File: src/rtl/buzzer_arbiter_if.sv
// Bundle of request/control and player-facing signals between a request
// source and the buzzer arbiter. The arbiter takes the slave view.
interface buzzer_arbiter_if;
  logic [3:0] req;
  logic [3:0] cancel;
  logic [3:0] loop_en;
  logic       mute;
  logic       song_done;
  logic       play;
  logic       stop;
  logic [1:0] song_sel;
  logic [3:0] grant;
  logic [3:0] done;

  modport master (
    output req, cancel, loop_en, mute, song_done,
    input  play, stop, song_sel, grant, done
  );

  modport slave (
    input  req, cancel, loop_en, mute, song_done,
    output play, stop, song_sel, grant, done
  );
endinterface

File: src/rtl/buzzer_arbiter.sv
// Four-channel priority arbiter in front of a single song player.
// Channel 3 has the highest priority. A finished, cancelled or preempted
// song is always followed by a fixed gap with play low so the player can
// fall back to idle before the next song starts.
module buzzer_arbiter #(
  parameter int GAP_CYCLES = 16
) (
  input  logic               clk,
  input  logic               rst,
  buzzer_arbiter_if.slave    bus
);

  typedef enum logic [1:0] {
    IDLE = 2'd0,
    PLAY = 2'd1,
    GAP  = 2'd2
  } state_t;

  localparam logic [7:0] GAP_LOAD = 8'(GAP_CYCLES - 1);

  state_t     state;
  logic [3:0] pending;
  logic [7:0] gap_cnt;
  logic       play_q;
  logic       stop_q;
  logic [1:0] sel_q;
  logic [3:0] grant_q;
  logic [3:0] done_q;

  logic [3:0] eligible;
  logic       top_vld;
  logic [1:0] top_idx;
  logic       preempt;
  logic [3:0] pend_nxt;

  // Index of the highest set bit; channel 3 wins.
  function automatic logic [1:0] hi_idx(input logic [3:0] v);
    if (v[3])      return 2'd3;
    else if (v[2]) return 2'd2;
    else if (v[1]) return 2'd1;
    else           return 2'd0;
  endfunction

  function automatic logic [3:0] onehot(input logic [1:0] i);
    return 4'b0001 << i;
  endfunction

  // Arbitration view of this cycle: cancel masks both old and new requests.
  always_comb begin
    eligible = (pending | bus.req) & ~bus.cancel;
    top_vld  = |eligible;
    top_idx  = hi_idx(eligible);
    preempt  = top_vld && (top_idx > sel_q);
    pend_nxt = eligible;
    case (state)
      IDLE: begin
        if (top_vld) pend_nxt[top_idx] = 1'b0;
      end
      PLAY: begin
        if (bus.song_done) begin
          if (bus.loop_en[sel_q]) pend_nxt[sel_q] = 1'b1;
        end else if (bus.cancel[sel_q]) begin
          pend_nxt[sel_q] = 1'b0;
        end else if (preempt) begin
          // A preempted song restarts from the beginning later.
          pend_nxt[sel_q] = 1'b1;
        end
      end
      default: ;
    endcase
  end

  // Arbiter FSM with registered player-facing outputs.
  always_ff @(posedge clk or posedge rst) begin
    if (rst) begin
      state   <= IDLE;
      pending <= '0;
      gap_cnt <= '0;
      play_q  <= 1'b0;
      stop_q  <= 1'b0;
      sel_q   <= '0;
      grant_q <= '0;
      done_q  <= '0;
    end else begin
      pending <= pend_nxt;
      done_q  <= '0;
      case (state)
        IDLE: begin
          if (top_vld) begin
            state   <= PLAY;
            play_q  <= 1'b1;
            stop_q  <= bus.mute;
            grant_q <= onehot(top_idx);
            sel_q   <= top_idx;
          end
        end
        PLAY: begin
          if (bus.song_done || bus.cancel[sel_q] || preempt) begin
            // Mute never holds off a transition; stop drops with play.
            if (bus.song_done) done_q <= onehot(sel_q);
            state   <= GAP;
            play_q  <= 1'b0;
            stop_q  <= 1'b0;
            grant_q <= '0;
            gap_cnt <= GAP_LOAD;
          end else begin
            stop_q <= bus.mute;
          end
        end
        GAP: begin
          if (gap_cnt == 8'd0) state <= IDLE;
          else                 gap_cnt <= gap_cnt - 8'd1;
        end
        default: state <= IDLE;
      endcase
    end
  end

  assign bus.play     = play_q;
  assign bus.stop     = stop_q;
  assign bus.song_sel = sel_q;
  assign bus.grant    = grant_q;
  assign bus.done     = done_q;

endmodule

File: src/flat_wrapper.sv
// flat-port wrapper written by rule: the top's interface ports become plain ports
module buzzer_arbiter_flat 
#(
  parameter int GAP_CYCLES = 16
)
  (clk, rst, bus_req, bus_cancel, bus_loop_en, bus_mute, bus_song_done, bus_play, bus_stop, bus_song_sel, bus_grant, bus_done);
  buzzer_arbiter_if bus_i ();
  input  logic clk;
  input  logic rst;
  input wire logic [$bits(bus_i.req)-1:0] bus_req;
  input wire logic [$bits(bus_i.cancel)-1:0] bus_cancel;
  input wire logic [$bits(bus_i.loop_en)-1:0] bus_loop_en;
  input wire logic [$bits(bus_i.mute)-1:0] bus_mute;
  input wire logic [$bits(bus_i.song_done)-1:0] bus_song_done;
  output wire logic [$bits(bus_i.play)-1:0] bus_play;
  output wire logic [$bits(bus_i.stop)-1:0] bus_stop;
  output wire logic [$bits(bus_i.song_sel)-1:0] bus_song_sel;
  output wire logic [$bits(bus_i.grant)-1:0] bus_grant;
  output wire logic [$bits(bus_i.done)-1:0] bus_done;
  assign bus_i.req = bus_req;
  assign bus_i.cancel = bus_cancel;
  assign bus_i.loop_en = bus_loop_en;
  assign bus_i.mute = bus_mute;
  assign bus_i.song_done = bus_song_done;
  assign bus_play = bus_i.play;
  assign bus_stop = bus_i.stop;
  assign bus_song_sel = bus_i.song_sel;
  assign bus_grant = bus_i.grant;
  assign bus_done = bus_i.done;
  buzzer_arbiter #(.GAP_CYCLES(GAP_CYCLES)) u_core (.clk(clk), .rst(rst), .bus(bus_i));
endmodule
File: config.mk
export PLATFORM = sky130hd
export DESIGN_NAME = buzzer_arbiter_flat
export DESIGN_NICKNAME = d
export VERILOG_FILES = /design/src/rtl/buzzer_arbiter_if.sv /design/src/rtl/buzzer_arbiter.sv /design/src/flat_wrapper.sv
export SDC_FILE = /design/constraint.sdc
export NUM_CORES = 1
export LEC_CHECK = 0
export CELL_PAD_IN_SITES_DETAIL_PLACEMENT = 0
export CELL_PAD_IN_SITES_GLOBAL_PLACEMENT = 1
export CORE_MARGIN = 1.5
export CORE_UTILIZATION = 42
export DETAILED_ROUTE_END_ITERATION = 8
export PLACE_DENSITY_LB_ADDON = 0.1
export RECOVER_POWER = 100
export SLEW_MARGIN = 30
export SYNTH_ARGS = -nofsm -noshare
export SYNTH_HDL_FRONTEND = slang
export SYNTH_SLANG_ARGS = --single-unit
File: constraint.sdc
create_clock -name clk -period 6.8 [get_ports clk]
set_clock_uncertainty 0.1 [all_clocks]
set_input_delay 0.68 -clock clk [delete_from_list [all_inputs] [get_ports clk]]
set_output_delay 0.68 -clock clk [all_outputs]
set_load 0.1 [all_outputs]
==> results.toml, run 1 <==
[sta]
finalSetupViolCount = 0
tightestPinTransition_ns = 0.987
rsz0062_at_grt = "no"
slew_headroom_pct = 34.0
fin_crit_sh_pct = 50.9
hold-worst-slack_ns = 0.405
period_minus_slack_ns = 3.46
fin_ws_ns = 3.34
hold_viol_final = 0
fmax_mhz = 289
report.final.slew_viol_count = 0
setup_tns_ns = 0

[logic_synthesis]
ys.flop_type = "dfrtp_1"
synth_area_leaders = "dfrtp_1 (45%), nand2_1 (4.4%), nor2_1 (4.1%), o21ai_0 (3.8%), ha_1 (3.4%)"
synthAdderAreaFrac_pct = 3.43
synth_common_cells = "dfrtp_1 (26), nand2_1 (17), nor2_1 (16)"
synthMuxAreaShare_pct = 5.23
synth_top_family_by_area = "compound AO/OA/AOI/OAI gates"
syn-instance-count = 153
ys_seq_area_share_pct = 44.6
synth_area_leader_cell = "dfrtp_1"
synth-edff-count = 0
yosysWarnings = 0
synthDistinctLibCells = 40
synth_nets = 173
syn_area_sq_um = 1460
synth-simple-area-share_pct = 18.8
syn_avg_cell_area_sq_um = 9.54
synth-compound-area-share_pct = 20.6
synth_xor_area_share_pct = 3.00
ys_ff_latch = 26
synth.most_common_cell = "dfrtp_1"
netlist.area_leader.share_pct = 44.6
synth-async-reset-ratio_pct = 100

[cts]
insertion_delay_ns = 0.32
clkTransAtPathRegs_ns = 0.14
cts_root_buf = "clkbuf_4"
cts_tree = "built"
numCtsBuffers = 3
numClockSinks = 26
postCtsHoldBufs = 0
cts_max_path_buffers = 2
cts_post_setup_buffers_inserted = 0
cts_max_level = 1
cts.repair.resized = 0

[finish]
fillers = 323
final_area_sq_um = 1790
multi_input_area_sq_um = 729
fin_util_pct = 53.6
seqCellArea_sq_um = 651
instances_no_fill = 226
layout-drive-gt1-share_pct = 8.33
diodes = 0
layout.nets = 201
area_growth_pct = 22.5

[job]
maxCapViolations = 0

[grt]
grt_antenna_before_repair = 0
track_usage_pct = 19.3
grt_pass1_vias = 1173
grt.overflow.total = 0
grt_pass1_wl_microns = 5360
grt_max_degree = 27

[pwr]
ir_drop_v = 0.000258
p_leak_nw = 0.781
power_mw = 0.789
p_per_area_nw_per_um2 = 441

[min_path]
hold_start = "u_core.bus.grant[3]"
hold_class = "flip-flop to flip-flop"

[drt]
post_drt_wl_per_cell_microns = 14.7
drtPass1Iterations = 4
ant_nets = 0
drc = 0
num_vias = 1249
postRouteWirelength_microns = 3330
via_per_inst = 5.53
drtIter0Drc = 74

[worst_setup_path]
required_ns = 6.91
ff2ff_path_depth = 8
rrSetupSlack_ns = 3.89
r2r_start = "u_core.pending[2]"
worst-path-max-fanout = 6
rr_endpoint = "u_core.gap_cnt[6]"
crit_path_start_kind = "input port"
endpoint_kind = "flip-flop"
arrival_ns = 3.57
startpoint = "bus_req[2]"
crit_type = "input port to flip-flop"
crit_end = "u_core.gap_cnt[6]"

[placement]
dp_cells = 222
dp_hpwl_microns = 2550
place_congestion = 0.865
placed_cell_area_sq_um = 1770
pre_cts_ws_ns = 3.23
io_buffers = 27

[floorplanning]
ios = 28
start_util_pct = 43.8
die_area_sq_um = 3840
core_area_sq_um = 3340
die_w_microns = 62.0
die_y_microns = 62.0
std_cell_rows = 21

[outcome]
outcome = "finished, final reports clean"
[how the worst min path moves through the flow]
stage / endpoint / slack, ns / depth (start not counted)
floorplan: u_core.gap_cnt[7] / 0.41 / 2
global placement: u_core.bus.grant[3] / 0.38 / 1
detailed placement: u_core.bus.grant[1] / 0.39 / 1
CTS: u_core.bus.grant[3] / 0.42 / 1
global route: u_core.bus.grant[3] / 0.42 / 1
finish: u_core.bus.grant[3] / 0.40 / 1
[per-layer routing]
| metal | vias to the layer above | track usage (%) | wire [microns] |
|---|---|---|---|
| met2 | 43 | 31.5 | 1590 |
| met3 | 8 | 3.93 | 205 |
| met5 | - | 0 | 0 |
| met1 | 598 | 25.2 | 1490 |
| met4 | 0 | 7.29 | 42 |
| li1 | 600 | - | - |
[worst max-delay path: stages]
cell	delay (ns)
dlygate4sd3_1	0.56
o21ai_0	0.51
nand2_1	0.22
ha_1	0.34
nor2b_1	0.12
o21ai_0	0.13
o21ai_0	0.53
and2_0	0.39
nor2_1	0.09
[where the power goes]
part	switching [mW]	internal [mW]
clock network	0.0468	0.0327
logic	0.323	0.125
registers	0.0622	0.200
[logic make-up (layout without fill, tap and decap cells)]
logic type	Yosys count	count (layout)
AOI/OAI and AO/OA	42	42
xor gates and xnor gates	5	5
adders and majority gates	4	4
buffers and inverters	16	43
DFF	26	26
muxes	5	5
and+or+nand+nor	55	55
[sequential cells by signal (all words and copies together) (netlist names)]
signal / count
u_core.bus.grant: 4
u_core.state: 2
u_core.bus.stop: 1
u_core.bus.song_sel: 2
u_core.bus.play: 1
u_core.gap_cnt: 8
u_core.bus.done: 4
u_core.pending: 4
[cells in the final DEF (no fill, tap or decap), types with 3 or more instances in the layout]
| master | instances |
|---|---|
| o21bai_1 | 3 |
| nand4_1 | 3 |
| nor4_1 | 3 |
| nor2_1 | 16 |
| dlygate4sd3_1 | 14 |
| dfrtp_1 | 26 |
| nand3_1 | 3 |
| clkdlybuf4s50_1 | 13 |
| inv_1 | 11 |
| nand2_1 | 17 |
| ha_1 | 4 |
| o21ai_0 | 11 |
| xor2_1 | 5 |
| a21oi_1 | 7 |
| clkbuf_4 | 3 |
| o21ba_2 | 4 |
| nor3_1 | 7 |
[area by class of cell]
type | instances | share of cell area (%)
Clock buffer | 4 | 2.03
Inverter | 12 | 2.52
Multi-Input combinational cell | 111 | 40.8
Sequential cell | 26 | 36.4
Tap cell | 46 | 3.22
Timing Repair Buffer | 27 | 15.1
Power figures use the tool's default switching activity.
==> run 2, diff against run 1 <==
CORE_UTILIZATION = 35   (was 42)
clock period = 3 ns   (was 6.8 ns; I/O delays follow)
==> results.toml, run 2 (synthesized netlist as in run 1, its figures left out) <==
[grt]
grt_antenna_before_repair = 0
grt_pass1_vias = 1224
grt.overflow.total = 0
track_usage_pct = 17.4
grt_pass1_wl_microns = 5890
grt_max_degree = 27

[finish]
fillers = 422
largest_reg_flops = 8
layout-drive-gt1-share_pct = 10.2
layout_commonest_cell = "dfrtp_1"
layout.nets = 208
area_growth_pct = 21.2
seqCellArea_sq_um = 651
regMostFlops = "u_core.gap_cnt"
diodes = 0
most-common-layout-cells = "dfrtp_1 (26), nand2_1 (17), nor2_1 (16)"
multi_input_area_sq_um = 729

[job]
maxCapViolations = 0

[cts]
numCtsBuffers = 3
numClockSinks = 26
cts_max_path_buffers = 2
insertion_delay_ns = 0.27
cts_post_setup_buffers_inserted = 0
cts_root_buf = "clkbuf_8"
cts.repair.resized = 0
clkTransAtPathRegs_ns = 0.09
postCtsHoldBufs = 0
cts_tree = "built"
cts_max_level = 1

[worst_setup_path]
endpoint_kind = "flip-flop"
required_ns = 3.06
r2r_start = "u_core.pending[2]"
crit_path_start_kind = "input port"
ff2ff_path_depth = 9
crit_type = "input port to flip-flop"
rrSetupSlack_ns = 0.46
worst-path-max-fanout = 6
arrival_ns = 2.68
rr_endpoint = "u_core.gap_cnt[7]"

[pwr]
p_leak_nw = 0.753
p_sw_share_pct = 55.6
ir_drop_v = 0.000569
power_switching_mw = 0.999
power_mw = 1.80
pwr-share-seq_pct = 32.6
p_int_mw = 0.798
p_per_area_nw_per_um2 = 1020
combPwrFrac_pct = 56.3
clkPwrFrac_pct = 11.1

[floorplanning]
die_y_microns = 67.6
std_cell_rows = 23
die_w_microns = 67.6
ios = 28
start_util_pct = 36.5
core_area_sq_um = 4000
die_area_sq_um = 4570

[sta]
finalSetupViolCount = 0
rsz0062_at_grt = "no"
hold-worst-slack_ns = 0.390
period_minus_slack_ns = 2.62
setup_tns_ns = 0
tightestPinTransition_ns = 1.39
slew_headroom_pct = 7.63
fmax_mhz = 381
report.final.slew_viol_count = 0
hold_viol_final = 0
fin_ws_ns = 0.378
fin_crit_sh_pct = 87.4

[min_path]
min_to = "u_core.bus.grant[3]"
hold_start = "u_core.bus.grant[3]"
whs_path_depth = 1
hold_class = "flip-flop to flip-flop"

[drt]
postRouteWirelength_microns = 3670
drtPass1Iterations = 4
drtIter0Drc = 74
ant_nets = 0
num_vias = 1265
via_per_inst = 5.36
post_drt_wl_per_cell_microns = 15.6
drc = 0

[outcome]
outcome = "finished, final reports clean"

[placement]
dp_hpwl_microns = 2830
io_buffers = 27
pre_cts_ws_ns = 0.125
place_congestion = 0.875
-- run 2: power by group through the flow --
| stage | logic [mW] | registers (mW) | clock network [mW] |
|---|---|---|---|
| 2_1_floorplan | 0.469 | 0.926 | 0 |
| 3_3_place_gp | 1.08 | 0.593 | 0 |
| 3_5_place_dp | 1.07 | 0.594 | 0 |
| 4_1_cts | 1.08 | 0.589 | 0.206 |
| 5_1_grt | 1.08 | 0.605 | 0.215 |
| 6_report | 1.01 | 0.586 | 0.199 |
-- run 2: how the worst max path moves through the flow --
stage,start,endpoint,slack [ns],depth (start not counted)
global route,bus_req[2],u_core.bus.play,0.12,10
finish,bus_req[2],u_core.gap_cnt[7],0.38,10
floorplan,u_core.bus.song_sel[1],u_core.bus.stop,0.27,8
CTS,bus_req[2],u_core.bus.grant[3],0.42,9
global placement,bus_req[2],u_core.bus.grant[3],0.20,9
detailed placement,bus_req[2],u_core.bus.grant[3],0.13,9
-- run 2: metrics by stage --
step	utilization, %	cells	area, sq um
6_report	44.2	236	1770
5_1_grt	44.2	236	1770
4_1_cts	45.9	236	1840
3_5_place_dp	44.9	233	1800
3_3_place_gp	44.9	233	1800
2_1_floorplan	-	153	1460
-- run 2: cell type report --
| type | instances | area share (%) |
|---|---|---|
| sequential | 26 | 36.8 |
| clock buffer | 3 | 2.33 |
| multi-input combinational | 111 | 41.2 |
| timing repair buffer | 34 | 13.6 |
| tap | 50 | 3.54 |
| inverter | 12 | 2.55 |
-- run 2: routing by layer --
layer	share of wire, %	GRT usage (%)	vias to the layer above
met3	4.4	2.83	8
met5	0	0	-
met1	46	22.8	609
met2	47	28.3	33
li1	-	-	615
met4	2.2	7.65	0
-- run 2: critical path, stage by stage --
cell and delay (ns):
clkdlybuf4s50_1 0.42, o21ai_0 0.34, nand2_1 0.18, ha_1 0.32, nor2b_1 0.11, o21ai_0 0.11, o21ai_0 0.22, clkbuf_1 0.25
and2_0 0.34, nor2_1 0.09
==> RTL change 1, RTL diff (settings of run 2) <==
Make the reset (`rst`) synchronous in one clocked block.
--- a/src/rtl/buzzer_arbiter.sv
+++ b/src/rtl/buzzer_arbiter.sv
@@ -72,5 +72,5 @@
 
   // Arbiter FSM with registered player-facing outputs.
-  always_ff @(posedge clk or posedge rst) begin
+  always_ff @(posedge clk) begin
     if (rst) begin
       state   <= IDLE;
Check against the original RTL: differs if rst is asserted again (counterexample within 4 cycles, from zero or initial values and one cycle with rst high); with rst held inactive, the same outputs for 10 cycles.
==> RTL change 1 against run 2 <==
Synthesized area up 0.69%. Routed wire length up 8.1%. Hold slack better by 0.0011 ns. Die area up 0.65%. Sequential cell count unchanged. Worst setup slack worse by 0.024 ns. First-iteration DRC count up 22%. Cell count up 3.0%. Final area about the same. Count of clock-buffer cells in the layout unchanged. Via count up 8.7%. Power down 23%. Critical path type unchanged. Largest power group unchanged.
==> RTL change 1: results (changes against run 2) <==
----------------------------------------------------
[Detailed routing]
  Detailed-routing wirelength on met1 ... 1.85 mm (+9.3%)
  Met2 Routed Length ... 1.94 mm (+12%)
  Average routed wire per standard cell ... 16.3 microns (+5.0%)
  WL met3 ... 163 microns (+0.62%)
  Drt initial violations ... 90 (+22%)
  Via count ... 1375 (+8.7%)

[Critical path]
  Launch point of the critical path ... bus_cancel[2]
  Reg2Reg Setup Slack ... 0.65 ns (+0.19 ns)
  Worst Path Arrival ... 2.67 ns (about the same)
  Crit Reg-Reg Startpoint ... u_core.pending[2]
  Crit path max fanout ... 7 (+1)
  Reg2Reg Capture Point ... u_core.pending[3]

[Finish]
  Number of fill cells ... 440 (+4.3%)
  Final core utilization ... 43.9% (-0.28 points)
  Share of layout cells above drive strength 1 ... 9.84% (-0.37 points)
  Non-clock inverter instance count of the final layout ... 8 (-4)
  #MultiIn Comb ... 122 (+9.9%)
  Clock Network Area Fraction ... 2.33% (about the same)
  Portion of the layout cell area used by non-clock buffers ... 13.8% (+0.20 points)
  Sequential standard cell area ... 520 sq um (-20%)
  Fraction of area in multi-input gates ... 49.3% (+8.0 points)
  Final cell count without fillers ... 243 (+3.0%)

[Timing]
  Actual slew at the worst max-slew pin ... 1.17 ns (-0.211 ns)
  Fraction of the cycle the final worst path needs ... 88.2% (+0.79 points)

[Power]
  LEAKAGE ... 0.000621 uW (-18%)
  Clock share of power ... 14.1% (+3.0 points)
  Largest vdd supply drop ... 0.000490 V (-14%)
  Switching Fraction ... 46.3% (-9.3 points)

[Status]
  Result of the run ... finished, final reports clean

[Place]
  Placement-stage cell area ... 1790 sq um (-0.14%)
  Worst-case setup slack after placement ... 0.173 ns (+0.0481 ns)
  RD Place Congestion ... 0.899 (+2.7%)
  HPWL Detailed ... 3.01 mm (+6.2%)

[GRT]
  Met2 demand-to-capacity share in global routing ... 33.3% (+5.0 points)
  Met1 global-route usage ... 27.3% (+4.5 points)
  First-pass GRT wire length ... 6.91 mm (+17%)
  Global routing usage summed across all routing layers ... 19.9% (+2.5 points)
  Largest net degree at the start of global routing ... 16 (-41%)

[Synthesis]
  Cells after Synth ... 164 (+7.2%)
  Synthesized netlist net count ... 184 (+6.4%)
  Xor-xnor portion of the synthesized cell area ... 2.98% (-0.020 points)
  Sequential share of the synthesized area ... 35.4% (-9.2 points)
  Arithmetic-cell share of the synthesized area counting full adders, half adders and majority gates ... 3.40% (-0.023 points)
  Fraction of the mapped netlist area in compound gates ... 30.0% (+9.5 points)
  Mux cell area share after synthesis ... 3.74% (-1.5 points)
  Commonest cells in the synthesized netlist ... 26 x sky130_fd_sc_hd__dfxtp_1, 15 x sky130_fd_sc_hd__nor2_1, 12 x sky130_fd_sc_hd__a21oi_1

[Floorplan]
  Row count ... 23 (unchanged)

[Hold path]
  End of the worst hold path ... u_core.bus.play

----------------------------------------------------
RTL change 1: changes by cell type after synthesis, moves of 4 or more:
cell / delta
sky130_fd_sc_hd__a21oi_1: +5
sky130_fd_sc_hd__xnor2_1: +5
sky130_fd_sc_hd__dfrtp_1: -26
sky130_fd_sc_hd__xor2_1: -5
sky130_fd_sc_hd__a31o_1: +4
sky130_fd_sc_hd__nand2_1: -11
sky130_fd_sc_hd__dfxtp_1: +26
sky130_fd_sc_hd__o21ba_2: -4
RTL change 1: worst max-delay path: stages:
cell                            delay [ns]
sky130_fd_sc_hd__dlygate4sd3_1        0.60
sky130_fd_sc_hd__o21bai_2             0.28
sky130_fd_sc_hd__a21oi_1              0.23
sky130_fd_sc_hd__ha_1                 0.27
sky130_fd_sc_hd__and2_0               0.17
sky130_fd_sc_hd__a21oi_1              0.12
sky130_fd_sc_hd__buf_4                0.17
sky130_fd_sc_hd__nand3_1              0.07
sky130_fd_sc_hd__a2111oi_0            0.46
==> RTL change 2, RTL diff (flow settings as in run 2) <==
Without the edit above. `GAP_CYCLES` is set to 16 in 2 places; all go to 12.
--- a/src/rtl/buzzer_arbiter.sv
+++ b/src/rtl/buzzer_arbiter.sv
@@ -4,5 +4,5 @@
 // fall back to idle before the next song starts.
 module buzzer_arbiter #(
-  parameter int GAP_CYCLES = 16
+  parameter int GAP_CYCLES = 12
 ) (
   input  logic               clk,
--- a/src/flat_wrapper.sv
+++ b/src/flat_wrapper.sv
@@ -2,5 +2,5 @@
 module buzzer_arbiter_flat 
 #(
-  parameter int GAP_CYCLES = 16
+  parameter int GAP_CYCLES = 12
 )
   (clk, rst, bus_req, bus_cancel, bus_loop_en, bus_mute, bus_song_done, bus_play, bus_stop, bus_song_sel, bus_grant, bus_done);
Function: same outputs for any inputs over 10 cycles, from zero or initial values and one cycle with rst high; that may be too few to reach the edited logic, so the function may still have changed.
==> RTL change 2 against run 2 <==
Power increased by 3.1%. Clock power increased by 17%. Register-to-register slack got worse by 0.03 ns. Worst setup slack got worse by 0.033 ns. Synthesized area increased by 0.51%. Critical path depth decreased by 1. Sequential power increased by 5.3%. Critical endpoint is now u_core.bus.grant[2]. Routed wire length decreased by 2.6%. Final area about the same. Sequential cell count unchanged. Largest cell class unchanged.
==> RTL change 2: results (changes against run 2) <==
----------------------------------------------------
[Detailed routing]
  WL met3 ... 214 microns (+32%)
  Detailed-routing wirelength on met1 ... 1.60 mm (-5.5%)
  Top sig layer ... met4
  Via count ... 1283 (+1.4%)
  Met2 Routed Length ... 1.70 mm (-2.4%)
  Average routed wire per standard cell ... 15.2 microns (-2.2%)
  Drt initial violations ... 142 (+92%)
  Routed via count divided by cell count ... 5.46 (+1.9%)

[Critical path]
  Worst setup endpoint ... u_core.bus.grant[2]
  Worst Path Arrival ... 2.77 ns (+0.09 ns)
  Category of the critical setup timing path ... primary input to flop
  Critical Path Slowest Stage Cell ... sky130_fd_sc_hd__o21ai_0
  Path depth of the worst reg2reg path ... 8 (-1)
  Crit path max fanout ... 5 (-1)
  Largest incremental delay on the critical path ... 0.46 ns (+0.04 ns)
  Reg2Reg Setup Slack ... 0.43 ns (-0.03 ns)

[Place]
  HPWL Detailed ... 2.69 mm (-5.2%)
  Number of placed instances with taps included ... 231 (-0.86%)
  RD Place Congestion ... 0.817 (-6.7%)
  Worst-case setup slack after placement ... 0.0954 ns (-0.0297 ns)

[Power]
  Net Sw Power ... 1020 uW (+2.1%)
  Largest vdd supply drop ... 0.000634 V (+12%)
  LEAKAGE ... 0.000760 uW (+0.92%)

[Synthesis]
  Sequential share of the synthesized area ... 44.3% (-0.23 points)
  Cell types with the largest area share after synthesis ... sky130_fd_sc_hd__dfrtp_1 44%, sky130_fd_sc_hd__nor2_1 4.3%, sky130_fd_sc_hd__nand2_1 4.1%, sky130_fd_sc_hd__ha_1 3.4%, sky130_fd_sc_hd__o21ai_0 3.1%
  Cells after Synth ... 154 (+0.65%)
  Synthesized netlist net count ... 174 (+0.58%)
  Synth cell types ... 42 (+5.0%)
  Syn. warnings ... 0 (unchanged)
  Commonest cells in the synthesized netlist ... 26 x sky130_fd_sc_hd__dfrtp_1, 17 x sky130_fd_sc_hd__nor2_1, 16 x sky130_fd_sc_hd__nand2_1

[Clock network]
  Resized Gates After CTS ... 0 (unchanged)
  Clock Latency Late Sink ... 0.28 ns
  TritonCTS Buffers ... 3 (unchanged)
  Clock transition at the registers of the reported paths ... around 0.10 ns
  Clock Tree Root ... sky130_fd_sc_hd__clkbuf_8

[GRT]
  Met2 demand-to-capacity share in global routing ... 28.4% (+0.12 points)
  Global routing usage summed across all routing layers ... 17.1% (-0.28 points)
  Met1 global-route usage ... 21.7% (-1.1 points)
  First-pass GRT wire length ... 5.75 mm (-2.3%)
  GR met3 Demand/Resource ... 3.50% (+0.67 points)
  Via count of the first global-routing pass ... 1229 (+0.41%)

[Timing]
  Minimum clock period after layout ... 2.66 ns (+0.0332 ns)
  Max-slew headroom at the worst pin ... 7.10% (-0.53 points)
  Worst-case hold slack ... 0.405 ns (+0.0154 ns)

[Status]
  Result of the run ... finished, final reports clean

[Hold path]
  End of the worst hold path ... u_core.bus.grant[3]

[Finish]
  Share of layout cells above drive strength 1 ... 9.73% (-0.49 points)
  Area of combinational cells with multiple inputs ... 733 sq um (+0.51%)
  Post-layout net count ... 206 (-0.96%)
  Number of fill cells ... 400 (-5.2%)

----------------------------------------------------
==> RTL change 2: logic make-up after synthesis <==
group,after synthesis,share of synthesized area [%]
adder cells (fa/ha/maj),4,3.41
buffers and inverters,17,4.69
AND/OR/NAND/NOR,55,18.7
flip-flops,26,44.3
multiplexers,5,5.20
AO/OA/AOI/OAI,42,20.7
XOR/XNOR,5,2.98
==> RTL change 2: cell type report <==
class,instances,area share [%]
multi-input cells,111,41.5
flip-flops and latches,26,36.8
repair buffers,32,12.5
well taps,50,3.54
clock buffers,4,3.11
inverters,12,2.55
==> RTL change 2: critical path, delay by kind of cell <==
kind | cells | cell delay [ns]
simple gates | 2 | 0.28
fa+ha+maj | 1 | 0.30
buf+inv | 1 | 0.42
compound gates | 5 | 1.46
==> RTL change 2: power groups by stage <==
stage	clock [uW]	sequential [uW]	combinational (uW)
after global routing	249	639	1090
after CTS	244	618	1080
after global placement	0	624	1080
after detailed placement	0	625	1080
after floorplan	0	938	499
final	233	617	1000
